===== src/rtl/rca_accumulator_if.sv =====
// Operand/command bundle between the control logic and rca_accumulator.
// master drives commands and operands; slave (the accumulator) returns status and result.
interface rca_accumulator_if #(
  parameter int DATA_W = 8,
  parameter int CNT_W  = 4
) ();
  logic              start;
  logic [CNT_W-1:0]  len;
  logic              cin_init;
  logic              in_valid;
  logic [DATA_W-1:0] in_data;
  logic              in_ready;
  logic [DATA_W-1:0] acc;
  logic              carry_flag;
  logic              busy;
  logic              done;

  modport master (
    output start, len, cin_init, in_valid, in_data,
    input  in_ready, acc, carry_flag, busy, done
  );

  modport slave (
    input  start, len, cin_init, in_valid, in_data,
    output in_ready, acc, carry_flag, busy, done
  );
endinterface


===== src/rtl/rca_accumulator.sv =====
// rca_accumulator: sums len operands through one 8-bit ripple-carry adder; RCA_ACC_SAT_EN clamps acc to 8'hFF on carry-out.
// Result and done arrive one clock after the last beat; in_ready is state-decoded, so in_valid may stall a run indefinitely.
module ripple_carry_adder_dataflow (
  input  logic [7:0] A,
  input  logic [7:0] B,
  input  logic       Cin,
  output logic [7:0] S,
  output logic       Cout
);
  logic [8:0] w_c;

  assign w_c[0] = Cin;

  for (genvar i = 0; i < 8; i++) begin : g_bit
    assign S[i]     = A[i] ^ B[i] ^ w_c[i];
    assign w_c[i+1] = (A[i] & B[i]) | (w_c[i] & (A[i] ^ B[i]));
  end

  assign Cout = w_c[8];
endmodule

module rca_accumulator #(
  parameter int DATA_W = 8,
  parameter int CNT_W  = 4
) (
  input  logic clk,
  input  logic rst_n,
  rca_accumulator_if.slave bus
);
  if (DATA_W != 8) begin : g_width_check
    $error("rca_accumulator: DATA_W must be 8 to match the adder instance");
  end

  typedef enum logic [1:0] {
    ST_IDLE = 2'd0,
    ST_RUN  = 2'd1,
    ST_DONE = 2'd2
  } state_t;

  state_t             r_state;
  state_t             w_state_nxt;
  logic [DATA_W-1:0]  r_acc;
  logic               r_carry;
  logic [CNT_W-1:0]   r_cnt;
  logic               r_first;
  logic               r_cin;

  logic               w_in_ready;
  logic               w_busy;
  logic               w_done;
  logic               w_beat;
  logic               w_cin;
  logic [DATA_W-1:0]  w_sum;
  logic               w_cout;
  logic [DATA_W-1:0]  w_acc_nxt;

  ripple_carry_adder_dataflow u_adder (
    .A    (r_acc),
    .B    (bus.in_data),
    .Cin  (w_cin),
    .S    (w_sum),
    .Cout (w_cout)
  );

`ifdef RCA_ACC_SAT_EN
  // Once clamped, acc=FF plus any nonzero operand carries out again, so it stays at FF.
  assign w_acc_nxt = w_cout ? {DATA_W{1'b1}} : w_sum;
`else
  assign w_acc_nxt = w_sum;
`endif

  always_ff @(posedge clk or negedge rst_n) begin
    if (!rst_n) begin
      r_state <= ST_IDLE;
    end else begin
      r_state <= w_state_nxt;
    end
  end

  always_comb begin
    w_state_nxt = r_state;
    w_in_ready  = 1'b0;
    w_busy      = 1'b0;
    w_done      = 1'b0;
    w_beat      = 1'b0;
    w_cin       = 1'b0;
    case (r_state)
      ST_IDLE: begin
        if (bus.start) begin
          w_state_nxt = (bus.len != '0) ? ST_RUN : ST_DONE;
        end
      end
      ST_RUN: begin
        w_in_ready = 1'b1;
        w_busy     = 1'b1;
        w_beat     = bus.in_valid;
        w_cin      = r_first & r_cin;
        if (w_beat && (r_cnt == CNT_W'(1))) begin
          w_state_nxt = ST_DONE;
        end
      end
      ST_DONE: begin
        w_done      = 1'b1;
        w_state_nxt = ST_IDLE;
      end
      default: w_state_nxt = ST_IDLE;
    endcase
  end

  always_ff @(posedge clk or negedge rst_n) begin
    if (!rst_n) begin
      r_acc   <= '0;
      r_carry <= 1'b0;
      r_cnt   <= '0;
      r_first <= 1'b0;
      r_cin   <= 1'b0;
    end else if ((r_state == ST_IDLE) && bus.start) begin
      r_acc   <= '0;
      r_carry <= 1'b0;
      if (bus.len != '0) begin
        r_cnt   <= bus.len;
        r_first <= 1'b1;
        r_cin   <= bus.cin_init;
      end
    end else if (w_beat) begin
      r_acc   <= w_acc_nxt;
      r_carry <= r_carry | w_cout;
      r_cnt   <= r_cnt - CNT_W'(1);
      r_first <= 1'b0;
    end
  end

  assign bus.in_ready   = w_in_ready;
  assign bus.busy       = w_busy;
  assign bus.done       = w_done;
  assign bus.acc        = r_acc;
  assign bus.carry_flag = r_carry;
endmodule


===== src/flat_wrapper.sv =====
// flat-port wrapper written by rule: the top's interface ports become plain ports
module rca_accumulator_flat 
#(
  parameter int DATA_W = 8,
  parameter int CNT_W  = 4
)
  (clk, rst_n, bus_start, bus_len, bus_cin_init, bus_in_valid, bus_in_data, bus_in_ready, bus_acc, bus_carry_flag, bus_busy, bus_done);
  rca_accumulator_if #(.DATA_W(DATA_W), .CNT_W(CNT_W)) bus_i ();
  input  logic clk;
  input  logic rst_n;
  input wire logic [$bits(bus_i.start)-1:0] bus_start;
  input wire logic [$bits(bus_i.len)-1:0] bus_len;
  input wire logic [$bits(bus_i.cin_init)-1:0] bus_cin_init;
  input wire logic [$bits(bus_i.in_valid)-1:0] bus_in_valid;
  input wire logic [$bits(bus_i.in_data)-1:0] bus_in_data;
  output wire logic [$bits(bus_i.in_ready)-1:0] bus_in_ready;
  output wire logic [$bits(bus_i.acc)-1:0] bus_acc;
  output wire logic [$bits(bus_i.carry_flag)-1:0] bus_carry_flag;
  output wire logic [$bits(bus_i.busy)-1:0] bus_busy;
  output wire logic [$bits(bus_i.done)-1:0] bus_done;
  assign bus_i.start = bus_start;
  assign bus_i.len = bus_len;
  assign bus_i.cin_init = bus_cin_init;
  assign bus_i.in_valid = bus_in_valid;
  assign bus_i.in_data = bus_in_data;
  assign bus_in_ready = bus_i.in_ready;
  assign bus_acc = bus_i.acc;
  assign bus_carry_flag = bus_i.carry_flag;
  assign bus_busy = bus_i.busy;
  assign bus_done = bus_i.done;
  rca_accumulator #(.DATA_W(DATA_W), .CNT_W(CNT_W)) u_core (.clk(clk), .rst_n(rst_n), .bus(bus_i));
endmodule

===== config.mk =====
export PLATFORM = sky130hd
export DESIGN_NAME = rca_accumulator_flat
export DESIGN_NICKNAME = d
export VERILOG_FILES = /design/src/rtl/rca_accumulator_if.sv /design/src/rtl/rca_accumulator.sv /design/src/flat_wrapper.sv
export SDC_FILE = /design/constraint.sdc
export NUM_CORES = 1
export LEC_CHECK = 0
export CORE_UTILIZATION = 42
export DETAILED_ROUTE_END_ITERATION = 12
export PLACE_DENSITY = 0.73
export SLEW_MARGIN = 40
export SYNTH_ARGS = -nofsm -noshare
export SYNTH_HDL_FRONTEND = slang
export SYNTH_HIERARCHICAL = 1
export SYNTH_SLANG_ARGS = --single-unit

===== constraint.sdc =====
create_clock -name clk -period 3.8 [get_ports clk]
set_input_delay 0.76 -clock clk [delete_from_list [all_inputs] [get_ports clk]]
set_output_delay 0.76 -clock clk [all_outputs]
set_load 0.02 [all_outputs]

# Yosys cells after proc, flatten, opt, wreduce, memory -nomap -nowiden
# Index checks and enable logic that the tools add are counted.
# op_classes
n_addsub	1
multipliers	0
div	0
order_cmp	0
eq_ne	6
shifts	0
n_mux	18
bitwise	42
n_reduce_logical	8
# ops
operator	n
1-bit bitwise AND	17
8-bit two-way mux	2
1-bit bitwise XOR	16
4-bit two-way mux	3
1-bit two-way mux	9
1-bit bitwise OR	9
2-bit two-way mux	3
2-bit AND reduction	3
4-bit by 1-bit == test with 1-bit output (second input constant)	1
2-bit != test (second input constant)	2
2-bit one-hot mux with 2 select lines	1
4-bit nonzero test	1
4-bit by 1-bit subtractor with 4-bit output (second input constant)	1
2-bit by 1-bit == test with 1-bit output (second input constant)	1
2-bit == test (second input constant)	1
1-bit logical AND	2
2-bit logical NOT	1
2-bit by 1-bit != test with 1-bit output (second input constant)	1
2-bit nonzero test	1
# totals
register_bits	17
latchBits	0
ram_bits	0
romBits	0
output_inout_bits	12
n_memories	0

# Longest topological paths before layout
# depth
depth_word	21
mapped_depth	15

# Modules after synthesis
# The synthesis kept the hierarchy.
# by_module_without_submodules
module	instances	cells_each	area_per_inst_um2
rca_accumulator	1	72	812.0
ripple_carry_adder_dataflow	1	18	197.7

# Least setup slack after synthesis
# OpenSTA, ideal clock, no wires.
# synth_timing
kind	reg-to-reg
start	reg u_core.r_state[0]
end	reg u_core.r_acc[7] (netlist: u_core/bus.acc[7])
arrival_ps	3954
path_slack_ps	-221
path_stages_with_launch	16
period_less_slack_ps	4021
path_cell_list	dfrtp_1 -> nor2b_1 -> and3_1 -> fa_1 -> inv_1 -> fa_1 -> inv_1 -> fa_1 -> fa_1 -> fa_1 -> fa_1 -> fa_1 -> inv_1 -> fa_1 -> inv_1 -> a22o_1
# synth_between
elab_chain_len	19
elab_cells_between_ends	23
cone_classes	eq/ne (1); mux (4); bitwise (15); reduce/logical (3)
# synth_lines
item	line_no	source
start, declared	rca_accumulator.sv:40	state_t r_state;
start signal, assigned	rca_accumulator.sv:76	r_state <= w_state_nxt;
2-bit by 1-bit == test with 1-bit output	rca_accumulator.sv:87	case (r_state)
1-bit two-way mux	rca_accumulator.sv:87	
via u_core.w_cin	rca_accumulator.sv:52	logic w_cin;
1-bit bitwise AND	rca_accumulator.sv:16	assign w_c[i+1] = (A[i] & B[i]) | (w_c[i] & (A[i] ^ B[i]));
1-bit bitwise OR	rca_accumulator.sv:16	
1-bit bitwise AND	rca_accumulator.sv:16	
1-bit bitwise OR	rca_accumulator.sv:16	
1-bit bitwise AND	rca_accumulator.sv:16	
(+5 left out)	-	
1-bit bitwise AND	rca_accumulator.sv:16	
1-bit bitwise OR	rca_accumulator.sv:16	
1-bit bitwise AND	rca_accumulator.sv:16	
1-bit bitwise OR	rca_accumulator.sv:16	
1-bit bitwise XOR	rca_accumulator.sv:15	assign S[i] = A[i] ^ B[i] ^ w_c[i];
via u_core.w_acc_nxt[7]	rca_accumulator.sv:55	logic [DATA_W-1:0] w_acc_nxt;
8-bit two-way mux	rca_accumulator.sv:125	end else if (w_beat) begin
8-bit two-way mux	rca_accumulator.sv:117	end else if ((r_state == ST_IDLE) && bus.start) begin
end signal, assigned	rca_accumulator.sv:126	r_acc <= w_acc_nxt;
end, declared	rca_accumulator.sv:42	logic [DATA_W-1:0] r_acc;
# The timed path passes the listed nets, and every way through them passes these cells. The select of a mux whose other input is x is not followed.
# A chain may end at the register's enable or synchronous reset.

# Final worst setup path
# layout_timing
start	in bus_in_data[0]
end	reg u_core.r_acc[7] (netlist: u_core/bus.acc[7])
# layout_between
elab_chain_len	18
elab_cells_between_ends	19
cone_classes	mux (2); bitwise (17)
# layout_lines
item	line_no	source
start, declared	flat_wrapper.sv:15	input wire logic [$bits(bus_i.in_data)-1:0] bus_in_data;
1-bit bitwise XOR	rca_accumulator.sv:16	
1-bit bitwise AND	rca_accumulator.sv:16	
1-bit bitwise OR *	rca_accumulator.sv:16	
1-bit bitwise AND *	rca_accumulator.sv:16	
1-bit bitwise OR *	rca_accumulator.sv:16	
1-bit bitwise AND *	rca_accumulator.sv:16	
1-bit bitwise OR *	rca_accumulator.sv:16	
1-bit bitwise AND *	rca_accumulator.sv:16	
(+3 left out)	-	
1-bit bitwise AND *	rca_accumulator.sv:16	
1-bit bitwise OR *	rca_accumulator.sv:16	
1-bit bitwise AND *	rca_accumulator.sv:16	
1-bit bitwise OR *	rca_accumulator.sv:16	
1-bit bitwise XOR *	rca_accumulator.sv:15	
via u_core.w_acc_nxt[7]	rca_accumulator.sv:55	
8-bit two-way mux *	rca_accumulator.sv:125	
8-bit two-way mux *	rca_accumulator.sv:117	
# The timed path passes the listed nets; every way through them passes the cells marked *. The select of a mux whose other input is x is not followed.

==> out/qor.csv <==
metric,value,unit
fin_skew,0.002993,ns
ctsRootBufferMaster,clkbuf_4,
final.min_clock_period,3.752,ns
ys_types,31,
fillers,191,
grt_setup_unrepaired,yes,
synth.net_count,117,
synth_common_cells,"17 x dfrtp_1, 13 x inv_1, 9 x a22o_1, 8 x fa_1, 4 x a211oi_1",
min_period_over_period,0.9875,
core,2233,um2
ys_top_cells_by_area,"dfrtp_1 42%, fa_1 16%, a22o_1 7.8%, inv_1 4.8%, a211oi_1 3.0%",
viasPerCell,5.480,
cts.sinks,17,
cts_tree,built,
synth_top_family_by_area,adder cells,
seqPwrFrac,0.344,
grt_remaining_overflow,0,
grt_max_degree,18,
worst_pin_slew,0.6392,ns
met2_length,1077,um
cp_data_required_time,4.03,ns
grt_pass1_vias,834,
synth-warning-count,6,
post-route-util,0.6151,
clock_latency,0.29,ns
drt-met1-wl,924,um
fp.dieArea,2604,um2
top_layer_used,met4,
critPathLaunchType,primary input,
synth_area_per_cell,11.22,um2
hold_viol_final,0,
leakage,0.6137,nW
grt_pass1_wl,3677,um
n_antenna_cell,0,
whs,0.3706,ns
layout.nets,148,
dieWidth,51.03,um
dp_slack,-0.5475,ns
synth_edf_count,0,
cts-buffers-inserted,3,
setup_viol,0,
syn_area,1010,um2
wl_met3,88,um
pwr-share-clk,0.096,
fmax,266.5,MHz
grtUsageTotal,0.1937,
ant_nets,0,
ys_seq_area_frac,0.4213,
firstDrtPassIters,4,
drv_cap,0,
report.final.slew_viol_count,0,
relSlewSlack,0.5703,
vias,811,
synth.top_cell.area_share,0.4213,
drt_wl_total,2131,um
crit_type,primary input to flip-flop,
power.total,999.5,uW
critPathMaxFanout,1,
antenna_found_initial,0,
synth_mux_area_frac,0,
p_int,591.0,uW
holdCritPathClass,primary input to asynchronous set/reset pin,
clk_path_buf_depth,2,
area.growth.synth_to_final,36.06,%
syn_inst,90,
synth_ff_type,dfrtp_1,
status,"complete, no violations",
yosys.area_share.adder,0.1834,
async_flop_share,1.000,
io_buffers,28,
seqCellArea,425.4,um2
synth_simple_gate_area_share,0.1623,
synth_compound_area_frac,0.1586,
post-synth-top-count-cell,dfrtp_1,
final_cells,148,
io_pins,29,
ir_drop,0.4855,mV
crit_arrival,3.99,ns
row_count,17,
dp_hpwl,1591,um
synth-xor-area-share,0,
multi_input_area,540.5,um2
clk_pin_slew_worst_paths,0.10,ns
endpoint_kind,flip-flop,
powerDensity,727.5,nW/um2
final_design_area_no_fill,1374,um2
tns,0,ns
p_sw_frac,0.4087,
htreeDepth,1,
power.switching,408.5,uW
dp_cells,144,
synth_area_leader_cell,dfrtp_1,
die_y,51.03,um
drt-initial-drc-count,15,
drc,0,
drive_gt1_frac,0.1583,
synth-seq-cells,17,
wl_per_cell,14.40,um
layout_setup_ws,0.04757,ns
pwr-share-comb,0.560,
dpl-instance-area,1350,um2
routabilityCongestion,0.7715,
start_util,0.4521,
==> worst paths after layout <==
check	from	to	slack [ns]	cells after the start
min in group clk	u_core/bus.carry_flag$_DFFE_PN0P_	u_core/bus.carry_flag$_DFFE_PN0P_	0.54	1
worst max-delay path	bus_in_data[0]	u_core/bus.acc[7]$_DFFE_PN0P_	0.05	14
worst min-delay path	rst_n	u_core/bus.acc[0]$_DFFE_PN0P_	0.37	1
max in group asynchronous	rst_n	u_core/r_cnt[1]$_DFFE_PN0P_	3.15	1
worst max register to register	u_core/r_state[0]$_DFFE_PN0P_	u_core/bus.acc[7]$_DFFE_PN0P_	0.10	15
worst min register to register	u_core/bus.carry_flag$_DFFE_PN0P_	u_core/bus.carry_flag$_DFFE_PN0P_	0.54	1
==> critical path, stage by stage <==
cell           delay (ns)
dlygate4sd2_1        0.25
fa_1                 0.38
inv_1                0.07
fa_1                 0.15
inv_1                0.05
fa_2                 0.33
fa_2                 0.34
fa_2                 0.34
fa_2                 0.34
fa_2                 0.34
inv_2                0.06
fa_1                 0.39
inv_1                0.06
a22o_1               0.11
==> cell usage in the layout, fill, tap and decap left out, types with 2 or more instances in the layout <==
cell / instances
o22ai_1: 2
nor4bb_1: 2
a21oi_1: 3
a22o_1: 9
fa_2: 5
a211oi_1: 4
nor2_1: 3
nor3_1: 3
fa_1: 3
inv_1: 12
clkdlybuf4s50_1: 26
ha_1: 2
buf_4: 3
nand2_1: 2
dfrtp_1: 17
clkbuf_4: 3
==> registers in the layout, indices dropped and copies added (netlist names) <==
| signal | count |
|---|---|
| u_core/r_first | 1 |
| u_core/bus.carry_flag | 1 |
| u_core/r_cin | 1 |
| u_core/bus.acc | 8 |
| u_core/r_state | 2 |
| u_core/r_cnt | 4 |
==> what timing repair did <==
action                     CTS  global route
pin swaps                    0             1
resized for setup            2             1
setup endpoints to repair    2             1
hold buffers                 0             0
setup buffers                0             0
gates cloned                 0             0
==> layer usage <==
metal  track usage  vias to the layer above
met5             0                        -
met4       0.07407                        0
met3       0.05060                        4
met2        0.3070                       19
met1        0.2529                      407
li1              -                      381
==> area by class of cell <==
| class | count | share of cell area |
|---|---|---|
| clock buffer | 3 | 0.01639 |
| clock inverter | 1 | 0.003643 |
| inverter | 13 | 0.03552 |
| timing repair buffer | 31 | 0.2158 |
| sequential | 17 | 0.3097 |
| tap | 28 | 0.02550 |
| multi-input combinational | 55 | 0.3934 |
==> cells by family after synthesis <==
family | after synthesis
buf+inv | 18
simple gates | 24
fa+ha+maj | 10
compound gates | 21
flops | 17
==> power groups by stage <==
| stage | Combinational, mW | Clock [mW] | Sequential (mW) |
|---|---|---|---|
| after floorplan | 0.296 | 0 | 0.394 |
| after global placement | 0.540 | 0 | 0.340 |
| after detailed placement | 0.560 | 0 | 0.347 |
| after CTS | 0.566 | 0.101 | 0.344 |
| after global routing | 0.623 | 0.109 | 0.358 |
| final | 0.560 | 0.0960 | 0.344 |
Power figures use the tool's default switching activity.
